`src/rtl/alu_exec_if.sv`:
```
// Operand/result handshake bundle between the register-read stage and alu_exec_unit.
// With ALU_EXEC_MULHI_EN defined the bundle also carries the high word of the product.
interface alu_exec_if #(
    parameter int WIDTH = 32
);
    logic             InValid;
    logic             InReady;
    logic [2:0]       ALUControl;
    logic [WIDTH-1:0] SrcA;
    logic [WIDTH-1:0] SrcB;
    logic             OutValid;
    logic             OutReady;
    logic [WIDTH-1:0] ALUResult;
    logic             Zero;
    logic             Busy;
`ifdef ALU_EXEC_MULHI_EN
    logic [WIDTH-1:0] ALUResultHi;
`endif

    modport master (
`ifdef ALU_EXEC_MULHI_EN
        input  ALUResultHi,
`endif
        output InValid,
        output ALUControl,
        output SrcA,
        output SrcB,
        output OutReady,
        input  InReady,
        input  OutValid,
        input  ALUResult,
        input  Zero,
        input  Busy
    );

    modport slave (
`ifdef ALU_EXEC_MULHI_EN
        output ALUResultHi,
`endif
        input  InValid,
        input  ALUControl,
        input  SrcA,
        input  SrcB,
        input  OutReady,
        output InReady,
        output OutValid,
        output ALUResult,
        output Zero,
        output Busy
    );
endinterface

```
`src/rtl/alu_exec_unit.sv`:
```
// Multi-cycle execution unit: single-cycle add/sub/slt, iterative shift-add multiply.
// Define ALU_EXEC_MULHI_EN to also export the upper word of the signed product.
module alu_exec_unit #(
    parameter int WIDTH = 32
) (
    input logic       CLK,
    input logic       RST,
    alu_exec_if.slave io_bus
);
    localparam logic [2:0] OP_SUB = 3'b100;
    localparam logic [2:0] OP_SLT = 3'b110;
    localparam logic [2:0] OP_MUL = 3'b101;

    localparam logic [1:0] S_IDLE = 2'd0;
    localparam logic [1:0] S_MUL  = 2'd1;
    localparam logic [1:0] S_DONE = 2'd2;

    localparam int               CNT_W = $clog2(WIDTH);
    localparam logic [CNT_W-1:0] LAST  = CNT_W'(WIDTH - 1);

    // The upper half of the accumulator only matters when the high word is exported.
`ifdef ALU_EXEC_MULHI_EN
    localparam int ACC_W = 2 * WIDTH;
`else
    localparam int ACC_W = WIDTH;
`endif

    logic [1:0]       r_state;
    logic [WIDTH-1:0] r_result;
    logic             r_zero;
    logic [ACC_W-1:0] r_acc;
    logic [ACC_W-1:0] r_mcand;
    logic [WIDTH-1:0] r_mplier;
    logic             r_sign;
    logic [CNT_W-1:0] r_count;
`ifdef ALU_EXEC_MULHI_EN
    logic [WIDTH-1:0] r_resultHi;
`endif

    logic [WIDTH-1:0] w_aluOut;
    logic [WIDTH-1:0] w_magA;
    logic [WIDTH-1:0] w_magB;
    logic [ACC_W-1:0] w_accNext;
    logic [ACC_W-1:0] w_prod;
    logic             w_accept;

    assign w_accept = io_bus.InValid && (r_state == S_IDLE);

    always_comb begin
        w_aluOut = io_bus.SrcA + io_bus.SrcB;
        case (io_bus.ALUControl)
            OP_SUB:  w_aluOut = io_bus.SrcA - io_bus.SrcB;
            OP_SLT:  w_aluOut = {{(WIDTH-1){1'b0}},
                                 ($signed(io_bus.SrcA) < $signed(io_bus.SrcB))};
            default: w_aluOut = io_bus.SrcA + io_bus.SrcB;
        endcase
    end

    // Multiply on magnitudes, then restore the sign on the final partial sum.
    assign w_magA    = io_bus.SrcA[WIDTH-1] ? -io_bus.SrcA : io_bus.SrcA;
    assign w_magB    = io_bus.SrcB[WIDTH-1] ? -io_bus.SrcB : io_bus.SrcB;
    assign w_accNext = r_acc + (r_mplier[0] ? r_mcand : '0);
    assign w_prod    = r_sign ? -w_accNext : w_accNext;

    always_ff @(posedge CLK or negedge RST) begin
        if (!RST) begin
            r_state    <= S_IDLE;
            r_result   <= '0;
            r_zero     <= 1'b0;
            r_acc      <= '0;
            r_mcand    <= '0;
            r_mplier   <= '0;
            r_sign     <= 1'b0;
            r_count    <= '0;
`ifdef ALU_EXEC_MULHI_EN
            r_resultHi <= '0;
`endif
        end else begin
            case (r_state)
                S_IDLE: begin
                    if (w_accept) begin
                        if (io_bus.ALUControl == OP_MUL) begin
                            r_mcand  <= ACC_W'(w_magA);
                            r_mplier <= w_magB;
                            r_acc    <= '0;
                            r_sign   <= io_bus.SrcA[WIDTH-1] ^ io_bus.SrcB[WIDTH-1];
                            r_count  <= '0;
                            r_state  <= S_MUL;
                        end else begin
                            r_result   <= w_aluOut;
                            r_zero     <= (w_aluOut == '0);
`ifdef ALU_EXEC_MULHI_EN
                            r_resultHi <= '0;
`endif
                            r_state    <= S_DONE;
                        end
                    end
                end
                S_MUL: begin
                    r_acc    <= w_accNext;
                    r_mcand  <= r_mcand << 1;
                    r_mplier <= r_mplier >> 1;
                    r_count  <= r_count + 1'b1;
                    if (r_count == LAST) begin
                        r_result   <= w_prod[WIDTH-1:0];
                        r_zero     <= (w_prod[WIDTH-1:0] == '0);
`ifdef ALU_EXEC_MULHI_EN
                        r_resultHi <= w_prod[ACC_W-1:WIDTH];
`endif
                        r_state    <= S_DONE;
                    end
                end
                S_DONE: begin
                    if (io_bus.OutReady) begin
                        r_state <= S_IDLE;
                    end
                end
                default: r_state <= S_IDLE;
            endcase
        end
    end

    assign io_bus.InReady   = (r_state == S_IDLE);
    assign io_bus.OutValid  = (r_state == S_DONE);
    assign io_bus.Busy      = (r_state != S_IDLE);
    assign io_bus.ALUResult = r_result;
    assign io_bus.Zero      = r_zero;
`ifdef ALU_EXEC_MULHI_EN
    assign io_bus.ALUResultHi = r_resultHi;
`endif

endmodule

```
`src/flat_wrapper.sv`:
```
// flat-port wrapper written by rule: the top's interface ports become plain ports
module alu_exec_unit_flat 
#(
    parameter int WIDTH = 32
)
  (CLK, RST, io_bus_InValid, io_bus_ALUControl, io_bus_SrcA, io_bus_SrcB, io_bus_OutReady, io_bus_InReady, io_bus_OutValid, io_bus_ALUResult, io_bus_Zero, io_bus_Busy);
  alu_exec_if #(.WIDTH(WIDTH)) io_bus_i ();
  input logic CLK;
  input logic RST;
  input wire logic [$bits(io_bus_i.InValid)-1:0] io_bus_InValid;
  input wire logic [$bits(io_bus_i.ALUControl)-1:0] io_bus_ALUControl;
  input wire logic [$bits(io_bus_i.SrcA)-1:0] io_bus_SrcA;
  input wire logic [$bits(io_bus_i.SrcB)-1:0] io_bus_SrcB;
  input wire logic [$bits(io_bus_i.OutReady)-1:0] io_bus_OutReady;
  output wire logic [$bits(io_bus_i.InReady)-1:0] io_bus_InReady;
  output wire logic [$bits(io_bus_i.OutValid)-1:0] io_bus_OutValid;
  output wire logic [$bits(io_bus_i.ALUResult)-1:0] io_bus_ALUResult;
  output wire logic [$bits(io_bus_i.Zero)-1:0] io_bus_Zero;
  output wire logic [$bits(io_bus_i.Busy)-1:0] io_bus_Busy;
  assign io_bus_i.InValid = io_bus_InValid;
  assign io_bus_i.ALUControl = io_bus_ALUControl;
  assign io_bus_i.SrcA = io_bus_SrcA;
  assign io_bus_i.SrcB = io_bus_SrcB;
  assign io_bus_i.OutReady = io_bus_OutReady;
  assign io_bus_InReady = io_bus_i.InReady;
  assign io_bus_OutValid = io_bus_i.OutValid;
  assign io_bus_ALUResult = io_bus_i.ALUResult;
  assign io_bus_Zero = io_bus_i.Zero;
  assign io_bus_Busy = io_bus_i.Busy;
  alu_exec_unit #(.WIDTH(WIDTH)) u_core (.CLK(CLK), .RST(RST), .io_bus(io_bus_i));
endmodule
```
`config.mk`:
```
export PLATFORM = sky130hd
export DESIGN_NAME = alu_exec_unit_flat
export DESIGN_NICKNAME = d
export VERILOG_FILES = /design/src/rtl/alu_exec_if.sv /design/src/rtl/alu_exec_unit.sv /design/src/flat_wrapper.sv
export SDC_FILE = /design/constraint.sdc
export NUM_CORES = 1
export LEC_CHECK = 0
export CAP_MARGIN = 30
export CORE_MARGIN = 5
export CORE_UTILIZATION = 55
export CTS_CLUSTER_DIAMETER = 200
export DETAILED_ROUTE_END_ITERATION = 8
export PLACE_DENSITY = 0.84
export SLEW_MARGIN = 20
export SYNTH_ARGS = -nofsm -noshare
export SYNTH_HDL_FRONTEND = slang
export SYNTH_SLANG_ARGS = --single-unit
```
`constraint.sdc`:
```
create_clock -name CLK -period 9.87 [get_ports CLK]
set_input_delay 0.987 -clock CLK [delete_from_list [all_inputs] [get_ports CLK]]
set_output_delay 0.987 -clock CLK [all_outputs]
set_load 0.01 [all_outputs]
```
==> impl_metrics.toml <==
[hold_path]
hold_depth = 2
hold_path.startpoint = "u_core.io_bus.ALUResult[13]$_DFFE_PN0P_"
holdPathEnd = "u_core.io_bus.ALUResult[13]$_DFFE_PN0P_"
hold_class = "reg -> reg"

[power_and_ir_drop]
swShare_pct = 47.8
combPwrFrac_pct = 56.6
seqPwrFrac_pct = 27.0
switchingPower_w = 0.00188
power_frac_clock_pct = 16.4
power.density_nw_per_um2 = 241
leakagePower_nw = 6.74
intPower_w = 0.00205
vdd_drop_max_mv = 0.119

[setup_path]
critPathMaxStageDelay_ps = 750
critPathKind = "reg -> reg"
cp_slowest_cell = "dfrtp_1"
crit_fanout = 34
path_cells = "and2_1, ha_1, fa_1, a211oi_2, o21a_2, o221ai_1, nand4b_1, nor4_2, nand4bb_1, nor3_4, and3_1, mux2_1, o32ai_1, a31o_1"
arrival_ps = 5600
r2r-start = "u_core.r_mplier[0]$_DFFE_PN0P_"
rr_worst_depth = 14
r2r-end = "u_core.io_bus.Zero$_DFFE_PN0P_"
end_kind = "flip-flop"
cp_data_required_time_ps = 10250
startpoint_type = "flip-flop"
worst-r2r-setup-slack_ps = 4650

[global_routing]
overflow = 0
gr-max-usage-layer = "met2"
met1_usage_pct = 46.0
grt_pass1_vias = 14600
grt_first_pass_wirelength_um = 81100
grt_max_degree = 77
grt_use_total_pct = 32.8
globalRouteMet3Util_pct = 5.90
met2_usage_pct = 52.2
antenna_found_initial = 0

[finish]
final_core_util_pct = 62.5
stdcell_area_sq_um = 16300
antenna_cells = 0
nets = 2097
synthToLayoutAreaGrowth_pct = 11.6
drive_gt1_share_pct = 5.52

[floorplanning]
core-area_sq_um = 26100
ios = 107
fp.dieH_um = 173
die-area_sq_um = 30000
start_util_pct = 56.0
die_x_um = 173
rows = 59

[placement]
gp_congestion = 0.977
placed_area_sq_um = 15700
port_buffers = 106
dpl.hpwl_um = 37900

[timing]
drv_slew = 0
max_freq_mhz = 191
setup_violations = 0
hold_viol = 0
finalSetupTns_ps = 0
worstMarginPinSlew_ps = 999
hold_ws_ps = 488
maxSlewHeadroom_pct = 32.8
timing.final.crit_share_pct = 52.9
period_needed_ps = 5220
rsz0062_at_grt = "false"
finClkSkew_ps = 15.9

[cts]
cts_tree = "done"
clock_sinks = 137
root_buffer = "clkbuf_16"
clkTransAtPathRegs_ps = 70
clk_latency_ps = 440
cts_resized = 0
numCtsBuffers = 17
cts_buffer_depth = 2
post_cts_buffers = 0
ctsHoldBuffers = 0
cts_max_level = 4

[synthesis]
yosys.area.top_type = "dfrtp_1"
synth_compound_area_share_pct = 32.7
syn_area_per_cell_sq_um = 7.64
ys_ff_latch = 137
syn_inst = 1914
synth_top_area_share_pct = 23.4
synth_xor_area_share_pct = 6.58
synth_flop_cell = "dfrtp_1"
synth_edf_count = 0
yosysMostFrequentCell = "nand2_1"
synth_top_family_by_area = "compound AO/OA/AOI/OAI gates"
synthArstFlopShare_pct = 100
ys_seq_area_share_pct = 23.4
synth_area_leaders = "dfrtp_1, ha_1, a21oi_1"
synth_commonest_cells = "nand2_1, a21oi_1, o21ai_0, dfrtp_1"
synthMuxAreaShare_pct = 2.00
synth_simple_gate_area_share_pct = 20.7
netlist_area_sq_um = 14600
ys_warn_count = 0
syn_nets = 2087
netlist-cell-type-count = 102
synth_fa_ha_area_share_pct = 8.88

[routing]
drc_errors = 0
avgRoutedWirePerCell_um = 22.5
vias = 15700
wirelength_um = 51200
drt-vias-per-instance = 6.91
antenna_left = 0
first_pass_iters = 6
drt_iter0_drc = 2019

[outcome]
status = "complete, no violations"

[job]
max_cap_violations = 0
cell families after synthesis:
group                    after synthesis
AO/OA/AOI/OAI                        723
XOR/XNOR                             109
adder cells (fa/ha/maj)              102
buffers and inverters                216
flip-flops                           137
multiplexers                          28
AND/OR/NAND/NOR                      599
state kept, by name, indices dropped and copies added (netlist names):
register / cells
u_core.r_mcand: 32
u_core.r_state: 2
u_core.r_count: 5
u_core.r_sign: 1
u_core.io_bus.ALUResult: 32
u_core.r_acc: 32
u_core.r_mplier: 32
u_core.io_bus.Zero: 1
stage by stage:
| stage | power, W | setup WS, ps | instances |
|---|---|---|---|
| after floorplan | 0.00253 | 5610 | 1914 |
| after global placement | 0.00314 | 4560 | 2238 |
| after detailed placement | 0.00321 | 4510 | 2239 |
| after CTS | 0.00387 | 4740 | 2271 |
| after global routing | 0.00418 | 4320 | 2272 |
| final | 0.00393 | 4650 | 2272 |
power by group through the flow:
stage	registers, W	clock network [W]	logic (W)
6_report	0.00106	0.000645	0.00222
5_1_grt	0.00109	0.000669	0.00242
4_1_cts	0.00105	0.000644	0.00218
3_5_place_dp	0.00106	0	0.00215
3_3_place_gp	0.00104	0	0.00210
2_1_floorplan	0.000997	0	0.00153
worst max path at each step:
stage | cells past startpoint | startpoint | to | slack [ps]
final | 14 | u_core.r_mplier[0]$_DFFE_PN0P_ | u_core.io_bus.Zero$_DFFE_PN0P_ | 4650
after global placement | 14 | io_bus_SrcB[10] | u_core.io_bus.Zero$_DFFE_PN0P_ | 4560
after CTS | 14 | u_core.r_mplier[0]$_DFFE_PN0P_ | u_core.io_bus.Zero$_DFFE_PN0P_ | 4740
after floorplan | 13 | io_bus_SrcB[10] | u_core.io_bus.Zero$_DFFE_PN0P_ | 5610
after global routing | 14 | u_core.r_mplier[0]$_DFFE_PN0P_ | u_core.io_bus.Zero$_DFFE_PN0P_ | 4320
after detailed placement | 14 | io_bus_SrcB[10] | u_core.io_bus.Zero$_DFFE_PN0P_ | 4510
routing by layer:
layer	vias to the layer above	share of wire, %
li1	7229	-
met3	95	8.9
met1	7573	43
met5	-	0
met2	806	45
met4	0	2.9
cell usage in the layout (no fill, tap or decap), types with 15 or more instances in the layout:
cell / n
o22ai_1: 124
clkbuf_16: 17
nand4_1: 21
a21o_1: 22
a21oi_1: 155
nand3_1: 69
o211ai_1: 26
xor2_1: 20
nand2_1: 166
inv_1: 83
xnor2_1: 88
a31oi_1: 18
mux2i_1: 18
and2_1: 39
o21ai_1: 22
nor2_1: 123
o31ai_1: 39
or4_1: 15
or3_1: 28
nor3_1: 31
clkdlybuf4s50_1: 105
dfrtp_1: 137
o21ai_0: 143
ha_1: 99
a211oi_1: 16
final cells by class:
class,instances,area [sq um]
multi-input cells,1561,10400
well taps,335,419
flip-flops and latches,137,3430
repair buffers,122,1210
clock buffers,18,429
fillers,2323,9800
clock inverters,14,128
inverters,85,319
critical path: cells and delay by family (launching register included):
kind,cells,cell delay (ps)
simple gates,6,2110
mux,1,320
fa+ha+maj,2,670
flops,1,750
compound gates,5,1310
Power figures use the tool's default switching activity.
==> patch (same settings) <==
`WIDTH` is set to 32 in 3 places; all go to 16.
--- a/src/rtl/alu_exec_if.sv
+++ b/src/rtl/alu_exec_if.sv
@@ -3,3 +3,3 @@
 interface alu_exec_if #(
-    parameter int WIDTH = 32
+    parameter int WIDTH = 16
 );
--- a/src/rtl/alu_exec_unit.sv
+++ b/src/rtl/alu_exec_unit.sv
@@ -3,3 +3,3 @@
 module alu_exec_unit #(
-    parameter int WIDTH = 32
+    parameter int WIDTH = 16
 ) (
--- a/src/flat_wrapper.sv
+++ b/src/flat_wrapper.sv
@@ -3,3 +3,3 @@
 #(
-    parameter int WIDTH = 32
+    parameter int WIDTH = 16
 )
Interface: changed (resized io_bus_ALUResult, io_bus_SrcA and io_bus_SrcB); port bits go from 107 to 59. The function was not compared with the original's and may differ.
==> patch against the unedited design <==
Area after synthesis is 55% lower. Setup slack better by 1.0 ns. Sequential cell count is 65 lower. Final area is 54% lower. Sequential power is 50% lower. Routed wire length is 63% lower. Power is 51% lower. Sequential share of layout area is 2.8 points higher. Critical endpoint unchanged. Largest power group unchanged.
==> patch: results (changes against the unedited design) <==
vias_per_cell: 6.28  # -9.2%
hp-start: "u_core.r_mplier[10]$_DFFE_PN0P_"
numCtsBuffers: 9  # -8
drt_iter0_markers: 612  # -70%
fmax_mhz: 237  # +24%
place_congestion: 1.05  # +7.1%
timing.hold.ws_ns: 0.480  # -0.00784 ns
r2r_cells: 13  # -1
worst-path-max-fanout: 6  # -82%
synth-seq-area-share: 0.274  # +0.0392
port-buffer-count: 58  # -45%
status: "finished, final reports clean"
synthesis.nets: 941  # -55%
dp.cells: 1015  # -55%
grt_pass1_wl_mm: 30.9  # -62%
grt_max_degree: 75  # -2.6%
rrSetupSlack_ns: 5.97  # +1.32 ns
ctsHtreeMaxLevel: 3  # -1
power_leakage_nw: 3.27  # -51%
ys_top_cells_by_area: "dfrtp_1 (27%), ha_1 (9.5%), nand2_1 (5.9%)"
final.setup_skew_ns: 0.00807  # -0.00786 ns
ys_top_cells_by_count: "nand2_1 (103), a21oi_1 (77), nor2_1 (74), o21ai_0 (74), dfrtp_1 (72)"
place_area_sq_um: 7230  # -54%
drive_above_1_share: 0.0531  # -0.00213
yosys_warnings: 0  # unchanged
worstSkewPairLatency_ns: 0.34  # -0.10 ns
hold-path-endpoint: "u_core.r_mplier[9]$_DFFE_PN0P_"
antenna_left: 0  # unchanged
pwr-share-clk: 0.173  # +0.009
dp_hpwl_mm: 14.4  # -62%
routed-via-count: 6480  # -59%
grt_pass1_vias: 6116  # -58%
internal_power_w: 0.00107  # -48%
pre_cts_ws_ns: 5.40  # +0.890 ns
startpoint: "io_bus_SrcA[0]"
peakVddDrop_uv: 110  # -7.6%
fin_nets: 972  # -54%
avgSynthCellArea_sq_um: 7.76  # +1.5%
powerClk_w: 0.000331  # -49%
p_comb_frac: 0.549  # -0.017
cp.arrival_ns: 4.49  # -1.11 ns
drt_wl_total_mm: 19.1  # -63%
synth_cell_type_count: 71  # -30%
grt_usage: 0.268  # -0.0596
[patch: cell count changes after synthesis, sizes merged, moves of 20 or more]
cell,delta
nand2,-66
clkbuf,-74
nor3,-20
and2,-23
nand3,-42
ha,-49
xnor2,-55
dfrtp,-65
o31ai,-26
nor2,-50
inv,-47
o21ai,-84
a21oi,-77
o22ai,-123
[patch: cells by family (layout without fill, tap and decap cells)]
family | count (synthesis) | after routing | synth area share
simple gates | 301 | 301 | 0.216
mux | 5 | 5 | 0.00779
fa+ha+maj | 53 | 53 | 0.104
flops | 72 | 72 | 0.274
compound gates | 280 | 280 | 0.274
xor+xnor | 57 | 57 | 0.0781
buf+inv | 81 | 117 | 0.0464
[patch: worst max-delay path: stages]
cell and delay (ns):
clkdlybuf4s50_1 0.52, inv_1 0.14, ha_1 0.18, inv_1 0.06, fa_1 0.43, a211oi_1 0.23, o21bai_1 0.12, o22ai_1 0.19
o21ai_0 0.29, a21o_1 0.27, a21oi_1 0.17, mux2i_1 0.11, a2111oi_0 0.50, a32oi_1 0.18, o21ai_1 0.12
[patch: routing by layer]
layer  routed length [um]  share of wire  vias up  GRT usage
li1                     -              -     3113          -
met1                 8140           0.43     3048      0.355
met2                 9000           0.47      283      0.441
met3                 1520          0.080       36     0.0608
met4                  414          0.022        0     0.0744
met5                    0              0        -          0
[patch: cell type report]
| cell class | count | area, sq um |
|---|---|---|
| inverters | 38 | 143 |
| repair buffers | 63 | 636 |
| clock inverters | 6 | 67.6 |
| fillers | 1031 | 4300 |
| multi-input cells | 696 | 4500 |
| well taps | 147 | 184 |
| flip-flops and latches | 72 | 1800 |
| clock buffers | 10 | 229 |
